--- config.mk ---
export PLATFORM = sky130hd
export DESIGN_NAME = z16_instr_loader
export DESIGN_NICKNAME = d
export VERILOG_FILES = /design/src/rtl/z16_instr_loader.sv
export SDC_FILE = /design/constraint.sdc
export NUM_CORES = 1
export LEC_CHECK = 0
export ABC_AREA = 0
export CAP_MARGIN = 25
export CELL_PAD_IN_SITES_DETAIL_PLACEMENT = 1
export CELL_PAD_IN_SITES_GLOBAL_PLACEMENT = 2
export CORE_MARGIN = 10
export CORE_UTILIZATION = 28
export CTS_BUF_LIST = sky130_fd_sc_hd__clkbuf_4 sky130_fd_sc_hd__clkbuf_8
export DETAILED_ROUTE_END_ITERATION = 8
export PLACE_DENSITY_LB_ADDON = 0.15
export SYNTH_ARGS = -nofsm -noshare
export SYNTH_HDL_FRONTEND = slang
export SYNTH_SLANG_ARGS = --single-unit
--- constraint.sdc ---
create_clock -name i_clk -period 1.7 [get_ports i_clk]
set_clock_uncertainty 0.15 [all_clocks]
set_input_delay 0.425 -clock i_clk [delete_from_list [all_inputs] [get_ports i_clk]]
set_output_delay 0.425 -clock i_clk [all_outputs]
set_load 0.005 [all_outputs]
--- src/rtl/z16_instr_loader.sv ---
// Boot-time loader for the Z16 instruction memory: turns a count/words/checksum
// byte stream into little-endian 16-bit writes and holds the CPU until a clean load.
module z16_instr_loader #(
  parameter int DEPTH = 11
) (
  input  logic        i_clk,
  input  logic        i_rst,
  input  logic        i_start,
  input  logic [7:0]  i_rx_data,
  input  logic        i_rx_valid,
  output logic        o_rx_ready,
  output logic        o_we,
  output logic [15:0] o_waddr,
  output logic [15:0] o_wdata,
  output logic        o_busy,
  output logic        o_done,
  output logic        o_err,
  output logic        o_cpu_hold
);

  localparam int IW = $clog2(DEPTH + 1);

  typedef enum logic [3:0] {
    S_IDLE, S_LEN_LO, S_LEN_HI, S_DAT_LO, S_DAT_HI, S_WRITE, S_CHK, S_DONE, S_ERR
  } state_t;

  state_t      state_reg, state_next;
  logic [15:0] cnt_reg, cnt_next;
  logic [IW-1:0] idx_reg, idx_next;
  logic [7:0]  chk_reg, chk_next;
  logic [7:0]  lo_reg, lo_next;
  logic [15:0] waddr_reg, waddr_next;
  logic [15:0] wdata_reg, wdata_next;
  logic        xfer;
  logic [15:0] len_full;
  logic [15:0] idx_inc;

  assign xfer     = i_rx_valid && o_rx_ready;
  assign len_full = {i_rx_data, cnt_reg[7:0]};
  assign idx_inc  = {{(16-IW){1'b0}}, idx_reg} + 16'd1;

  always_ff @(posedge i_clk) begin
    if (i_rst) begin
      state_reg <= S_IDLE;
      cnt_reg   <= '0;
      idx_reg   <= '0;
      chk_reg   <= '0;
      lo_reg    <= '0;
      waddr_reg <= '0;
      wdata_reg <= '0;
    end else begin
      state_reg <= state_next;
      cnt_reg   <= cnt_next;
      idx_reg   <= idx_next;
      chk_reg   <= chk_next;
      lo_reg    <= lo_next;
      waddr_reg <= waddr_next;
      wdata_reg <= wdata_next;
    end
  end

  always_comb begin
    state_next = state_reg;
    cnt_next   = cnt_reg;
    idx_next   = idx_reg;
    chk_next   = chk_reg;
    lo_next    = lo_reg;
    waddr_next = waddr_reg;
    wdata_next = wdata_reg;
    o_rx_ready = 1'b0;
    o_we       = 1'b0;

    case (state_reg)
      S_IDLE, S_DONE, S_ERR: begin
        if (i_start) begin
          state_next = S_LEN_LO;
          idx_next   = '0;
          chk_next   = '0;
        end
      end
      S_LEN_LO: begin
        o_rx_ready = 1'b1;
        if (xfer) begin
          cnt_next   = {cnt_reg[15:8], i_rx_data};
          state_next = S_LEN_HI;
        end
      end
      S_LEN_HI: begin
        o_rx_ready = 1'b1;
        if (xfer) begin
          cnt_next = len_full;
          if (len_full > 16'(DEPTH))
            state_next = S_ERR;
          else if (len_full == 16'd0)
            state_next = S_CHK;
          else
            state_next = S_DAT_LO;
        end
      end
      S_DAT_LO: begin
        o_rx_ready = 1'b1;
        if (xfer) begin
          lo_next    = i_rx_data;
          chk_next   = chk_reg ^ i_rx_data;
          state_next = S_DAT_HI;
        end
      end
      S_DAT_HI: begin
        o_rx_ready = 1'b1;
        if (xfer) begin
          // Address/data are latched here so they are valid during WRITE and
          // then simply hold until the next word.
          chk_next   = chk_reg ^ i_rx_data;
          waddr_next = {{(15-IW){1'b0}}, idx_reg, 1'b0};
          wdata_next = {i_rx_data, lo_reg};
          state_next = S_WRITE;
        end
      end
      S_WRITE: begin
        o_we     = 1'b1;
        idx_next = idx_reg + 1'b1;
        state_next = (idx_inc == cnt_reg) ? S_CHK : S_DAT_LO;
      end
      S_CHK: begin
        o_rx_ready = 1'b1;
        if (xfer)
          state_next = (i_rx_data == chk_reg) ? S_DONE : S_ERR;
      end
      default: state_next = S_IDLE;
    endcase
  end

  assign o_waddr    = waddr_reg;
  assign o_wdata    = wdata_reg;
  assign o_busy     = !(state_reg == S_IDLE || state_reg == S_DONE || state_reg == S_ERR);
  assign o_done     = (state_reg == S_DONE);
  assign o_err      = (state_reg == S_ERR);
  assign o_cpu_hold = (state_reg != S_DONE);

endmodule

==> results of run 1 <==
==> worst max-delay path by stage <==
stage | end | depth (start not counted)
6_report | chk_reg[3] | 8
4_1_cts | chk_reg[6] | 8
2_1_floorplan | state_reg[2] | 8
3_5_place_dp | state_reg[2] | 6
5_1_grt | chk_reg[3] | 8
3_3_place_gp | state_reg[2] | 6
==> cells by family after synthesis <==
kind of cell | count (synthesis) | synth area share [%]
muxes | 8 | 2.634
and+or+nand+nor | 167 | 28.15
buffers and inverters | 48 | 8.559
other | 1 | 0.1233
xor gates and xnor gates | 13 | 3.745
adders and majority gates | 1 | 0.4115
AOI/OAI and AO/OA | 85 | 16.87
DFF | 60 | 39.51
==> metrics by stage <==
step | setup TNS [ns] | setup WS [ns] | hold WS (ns) | utilization, % | std cells
after floorplan | -0.2663 | -0.06943 | 0.2812 | - | 394
after global placement | -20.55 | -0.5384 | 0.2913 | 37.56 | 589
after detailed placement | -22.56 | -0.5587 | 0.2989 | 37.56 | 589
after CTS | -3.088 | -0.1904 | 0.3060 | 41.77 | 613
after global routing | -6.562 | -0.3208 | 0.3349 | 44.91 | 618
final | -3.725 | -0.2047 | 0.3026 | 44.91 | 618
==> critical path, stage by stage (launching register included) <==
cell      delay [ns]
dfxtp_4         0.37
buf_6           0.13
buf_6           0.11
or3b_1          0.39
a21oi_2         0.19
and2_4          0.18
buf_6           0.11
nand3b_1        0.09
a21oi_2         0.14
==> report_power, final <==
| part | leakage, uW | switching [uW] | total (uW) | internal (uW) |
|---|---|---|---|---|
| logic | 0.00118 | 586 | 1110 | 527 |
| clock network | 0.0000952 | 625 | 1360 | 736 |
| registers | 0.000490 | 46.2 | 1490 | 1450 |
| total | 0.00177 | 1260 | 3970 | 2710 |
==> layout make-up <==
cell class              instances  area, um^2
well taps                     136       170.2
clock inverters                 5       61.31
clock buffers                  11       145.1
repair buffers                115        1025
fillers                      1238        5764
multi-input cells             286        2053
inverters                       5       21.27
flip-flops and latches         60        1222
==> synth_stat cells, drive strengths merged (5+ instances only) <==
cell     n
clkbuf  20
buf     23
nand3b  12
inv      5
nor2b   12
nand3   21
nor2    25
xnor2   11
nand2   64
mux2i    8
dfxtp   60
nor3    10
a21oi   54
o21ai   11
==> layer usage <==
layer | routed length [um] | global-route usage, % | vias up
met3 | 384 | 3.398 | 8
met2 | 5380 | 23.73 | 50
li1 | - | - | 1481
met4 | 95 | 4.703 | 0
met1 | 4951 | 16.22 | 1492
met5 | 0 | 0 | -
==> repair_timing <==
item / 4_1_cts / 5_1_grt
setup buffers: 8 / 6
pin swaps: 36 / 37
resized for setup: 113 / 68
setup endpoints to repair: 78 / 56
==> cells in the final DEF, fill, tap and decap left out, drive strengths merged, types with 2 or more instances in the layout <==
cell type and n:
and3 2, nand4 4, o2bb2ai 2, a21oi 54
clkinvlp 3, dfxtp 60, inv 5, nor2b 12
xnor2 11, or4 2, buf 84, mux2i 8
a211oi 2, conb 12, dlygate4sd2 28, o21a 2
o21ai 11, clkbuf 11, nand3 21, and2 3
nor2 25, o21bai 2, or3 3, xor2 2
nand2 64, nand3b 12, nand2b 2, nor4 4
nor3 10
==> impl_metrics.py, run 1 <==
metrics = {
    "status": {
        "status": "finished, violations left",
        "violations": "setup timing",
    },
    "power_and_ir_drop": {
        "power.total_uw": 3966,
        "peakVddDrop_mv": 0.3940,
        "leakagePower_uw": 0.001767,
        "power_density_nw_per_um2": 844.1,
    },
    "synth": {
        "ys_ff_latch": 60,
        "synth.area.top_cells": "dfxtp_1 40%, a21oi_1 8.7%, nand2_1 7.9%",
        "yosys.area.top_type_share_pct": 39.51,
        "synth.distinct_cells": 51,
        "synth_area_leader_cell": "dfxtp_1",
        "async_flop_share_pct": 0,
        "syn_area_um2": 3040,
        "ys_warn_count": 0,
        "synth_edf_count": 0,
        "ys_dominant_reg_cell": "dfxtp_1",
        "ys_seq_area_share_pct": 39.51,
        "synth_cells": 383,
        "syn_area_per_cell_um2": 7.938,
    },
    "sta": {
        "rsz0062_at_grt": "true",
        "finalCritPeriodShare_pct": 112.0,
        "finalHoldViolCount": 0,
        "fmax_mhz": 525.0,
        "fin_crit_ns": 1.905,
        "layout_setup_ws_ns": -0.2047,
        "slew_viol_final": 0,
        "finalSetupViolations": 30,
    },
    "min_path": {
        "hp-start": "lo_reg[7]",
        "worstHoldEndpoint": "o_wdata[7]",
        "worstHoldPathCells": 2,
        "hold_class": "flip-flop to flip-flop",
    },
    "clock_tree": {
        "clkTransAtPathRegs_ns": 0.07,
        "tritoncts": "yes",
        "clock_sinks": 60,
        "h-tree-depth": 3,
        "cts-root-buf": "clkbuf_8",
        "clock_latency_ns": 0.34,
        "numCtsBuffers": 9,
        "cts.path.max_buffers": 2,
        "hold_buffers": 0,
    },
    "global_route": {
        "grt_max_degree": 21,
        "grt_pass1_vias": 3348,
        "antenna_found_initial": 0,
        "grt_pass1_wl_mm": 17.66,
        "grt_overflow": 0,
        "grt_usage_pct": 13.79,
    },
    "placement": {
        "place.gp.congestion": 0.7920,
        "hpwl_mm": 7.641,
        "portBuffers": 37,
        "place_area_um2": 3930,
    },
    "detailed_routing": {
        "avgViaCountPerCell": 4.905,
        "antenna_left": 0,
        "drt-total-wl_mm": 10.81,
        "drt-pass1-iter-count": 4,
        "drt_iter0_markers": 195,
        "via_count": 3031,
        "drc_errors": 0,
        "wire_per_inst_um": 17.50,
    },
    "worst_setup_path": {
        "ff2ff_setup_slack_ns": -0.20,
        "crit_type": "flip-flop to flip-flop",
        "critPathRequiredTime_ns": 1.83,
        "critPathMaxFanout": 5,
        "worst_r2r_path_depth": 8,
        "critPathCaptureType": "flip-flop",
        "crit_arrival_ns": 2.03,
        "startpoint": "state_reg[1]",
        "start_kind": "flip-flop",
        "r2r-start": "state_reg[1]",
        "reg2reg_to": "chk_reg[3]",
    },
    "floorplan": {
        "fp.dieArea_um2": 15430,
        "io_pins": 50,
        "fp-row-count": 37,
        "start_util_pct": 29.06,
        "die-height_um": 124.2,
        "design.core.area_um2": 10460,
        "fp.dieW_um": 124.2,
    },
    "layout": {
        "nNetsFinal": 490,
        "antenna_cells": 0,
        "design_area_um2": 4698,
        "drive_above_1_share_pct": 39.63,
        "synthToLayoutAreaGrowth_pct": 54.53,
    },
    "run": {
        "cap_violations": 0,
    },
}
Note: power is estimated with default switching activity, not from simulation.
==> run 2, diff against run 1 <==
CORE_MARGIN = not set   (was 10)
==> impl_metrics.py, run 2 (synthesis results as in run 1) <==
metrics = {
    "floorplan": {
        "fp-row-count": 37,
        "design.core.area_um2": 10420,
        "io_pins": 50,
        "fp.dieArea_um2": 11280,
        "die-height_um": 106.2,
        "fp.dieW_um": 106.2,
        "start_util_pct": 29.19,
    },
    "global_route": {
        "grt_usage_pct": 19.86,
        "grt_pass1_wl_mm": 16.97,
        "grt_max_degree": 44,
        "antenna_found_initial": 0,
        "grt_overflow": 0,
        "grt_pass1_vias": 3210,
    },
    "worst_setup_path": {
        "crit_type": "flip-flop to flip-flop",
        "r2r-start": "state_reg[0]",
        "reg2reg_to": "chk_reg[0]",
        "cpPeakStageDelay_ns": 0.42,
        "crit_top_cell": "buf_6",
        "critPathRequiredTime_ns": 1.84,
        "crit_family": "simple AND/OR/NAND/NOR gates",
        "critPathMaxFanout": 8,
        "crit_arrival_ns": 2.02,
        "crit_slowest_cell": "or3b_4",
        "critPathCaptureType": "flip-flop",
        "worst_r2r_path_depth": 7,
        "cp_cell_sequence": "buf_6 > or3b_4 > a21oi_4 > buf_6 > nor2b_1 > o21ai_2 > a21oi_2",
        "startpoint": "state_reg[0]",
        "worstPathBufferInverterCount": 2,
        "ff2ff_setup_slack_ns": -0.18,
        "start_kind": "flip-flop",
    },
    "power_and_ir_drop": {
        "power.total_uw": 3888,
        "power_density_nw_per_um2": 809.4,
        "leakagePower_uw": 0.001840,
        "peakVddDrop_mv": 0.4442,
    },
    "sta": {
        "finalHoldViolCount": 0,
        "finalCritPeriodShare_pct": 110.7,
        "rsz0062_at_grt": "true",
        "fmax_mhz": 531.4,
        "finalSetupViolations": 39,
        "slew_viol_final": 0,
        "fin_crit_ns": 1.882,
        "layout_setup_ws_ns": -0.1817,
        "final.setup.tns_ns": -3.236,
    },
    "status": {
        "violations": "setup timing",
        "status": "finished, violations left",
    },
    "min_path": {
        "worstHoldEndpoint": "o_wdata[7]",
        "hold_class": "flip-flop to flip-flop",
        "worstHoldPathCells": 2,
        "hp-start": "lo_reg[7]",
    },
    "clock_tree": {
        "clock_sinks": 60,
        "hold_buffers": 0,
        "cts.path.max_buffers": 2,
        "clkTransAtPathRegs_ns": 0.07,
        "tritoncts": "yes",
        "h-tree-depth": 3,
        "numCtsBuffers": 9,
        "cts-root-buf": "clkbuf_8",
        "clock_latency_ns": 0.36,
    },
    "placement": {
        "portBuffers": 37,
        "place.gp.congestion": 0.7772,
        "hpwl_mm": 7.221,
    },
    "detailed_routing": {
        "wire_per_inst_um": 17.25,
        "via_count": 3040,
        "drt_iter0_markers": 69,
        "drt-total-wl_mm": 10.80,
        "drc_errors": 0,
        "drt-pass1-iter-count": 4,
        "antenna_left": 0,
        "avgViaCountPerCell": 4.856,
    },
    "layout": {
        "nNetsFinal": 498,
        "mostFrequentLayoutCell": "buf_4",
        "fillers": 1211,
        "antenna_cells": 0,
        "mostFrequentLayoutCells": "65 x buf_4, 51 x nand2_1, 39 x dfxtp_1, 30 x a21oi_1, 30 x dlygate4sd2_1",
        "drive_above_1_share_pct": 45.31,
        "synthToLayoutAreaGrowth_pct": 57.98,
    },
    "run": {
        "cap_violations": 0,
    },
}
run 2: changes by cell type in the layout (fill, tap and decap cells not counted), moves of 4 or more:
cell | before | now
dfxtp_2 | 5 | 17
nand2_2 | 2 | 7
nand3_1 | 6 | 12
nand2_1 | 59 | 51
dfxtp_1 | 51 | 39
o21ai_2 | 1 | 5
nand3_4 | 5 | 0
buf_4 | 57 | 65
run 2: how the worst max path moves through the flow:
stage | to | slack [ns] | depth (start not counted)
5_1_grt | chk_reg[3] | -0.24 | 7
6_report | chk_reg[0] | -0.18 | 7
4_1_cts | o_err | -0.21 | 5
3_3_place_gp | state_reg[2] | -0.57 | 6
2_1_floorplan | state_reg[2] | -0.07 | 8
3_5_place_dp | cnt_reg[1] | -0.58 | 5
run 2: routing by layer:
layer	vias to the layer above	track usage, %	routed length, um
li1	1503	-	-
met5	-	0	0
met2	35	32.70	5335
met3	14	4.292	248
met1	1488	25.84	5083
met4	0	6.052	129
run 2: tightest hold or removal path, stage by stage (launching register included):
cell	delay, ns
dfxtp_1	0.32
nand2_1	0.05
a21oi_1	0.05
run 2: cell type report:
class                   instances  area, um^2  share of cell area, %
clock inverters                 7       75.07                  1.563
well taps                     136       170.2                  3.543
clock buffers                   9       123.9                  2.579
flip-flops and latches         60        1237                  25.76
inverters                       5       18.77                 0.3907
repair buffers                123        1096                  22.82
multi-input cells             286        2082                  43.34
run 2: where the power goes:
group / leakage [uW] / switching (uW) / total [uW] / internal, uW
Sequential: 0.000496 / 44.4 / 1490 / 1440
Combinational: 0.00124 / 574 / 1060 / 485
Clock: 0.000104 / 656 / 1340 / 683
run 2: what timing repair did:
action / in CTS / in global routing
resized for setup: 144 / 63
gates cloned: 0 / 2
endpoints found under the setup margin: 84 / 60
buffers inserted: 19 / 4
pin swaps: 48 / 42
run 2: per-stage QoR:
stage               hold slack [ns]  worst slack, ns  utilization, %  cell area [um^2]  cells
detailed placement           0.2968          -0.5824           37.87              3945    591
floorplan                    0.2812         -0.06943               -              3123    394
finish                       0.3013          -0.1817           46.11              4803    626
global placement             0.2894          -0.5674           37.87              3945    591
CTS                          0.3031          -0.2089           43.42              4523    625
global route                 0.3298          -0.2357           46.11              4803    626
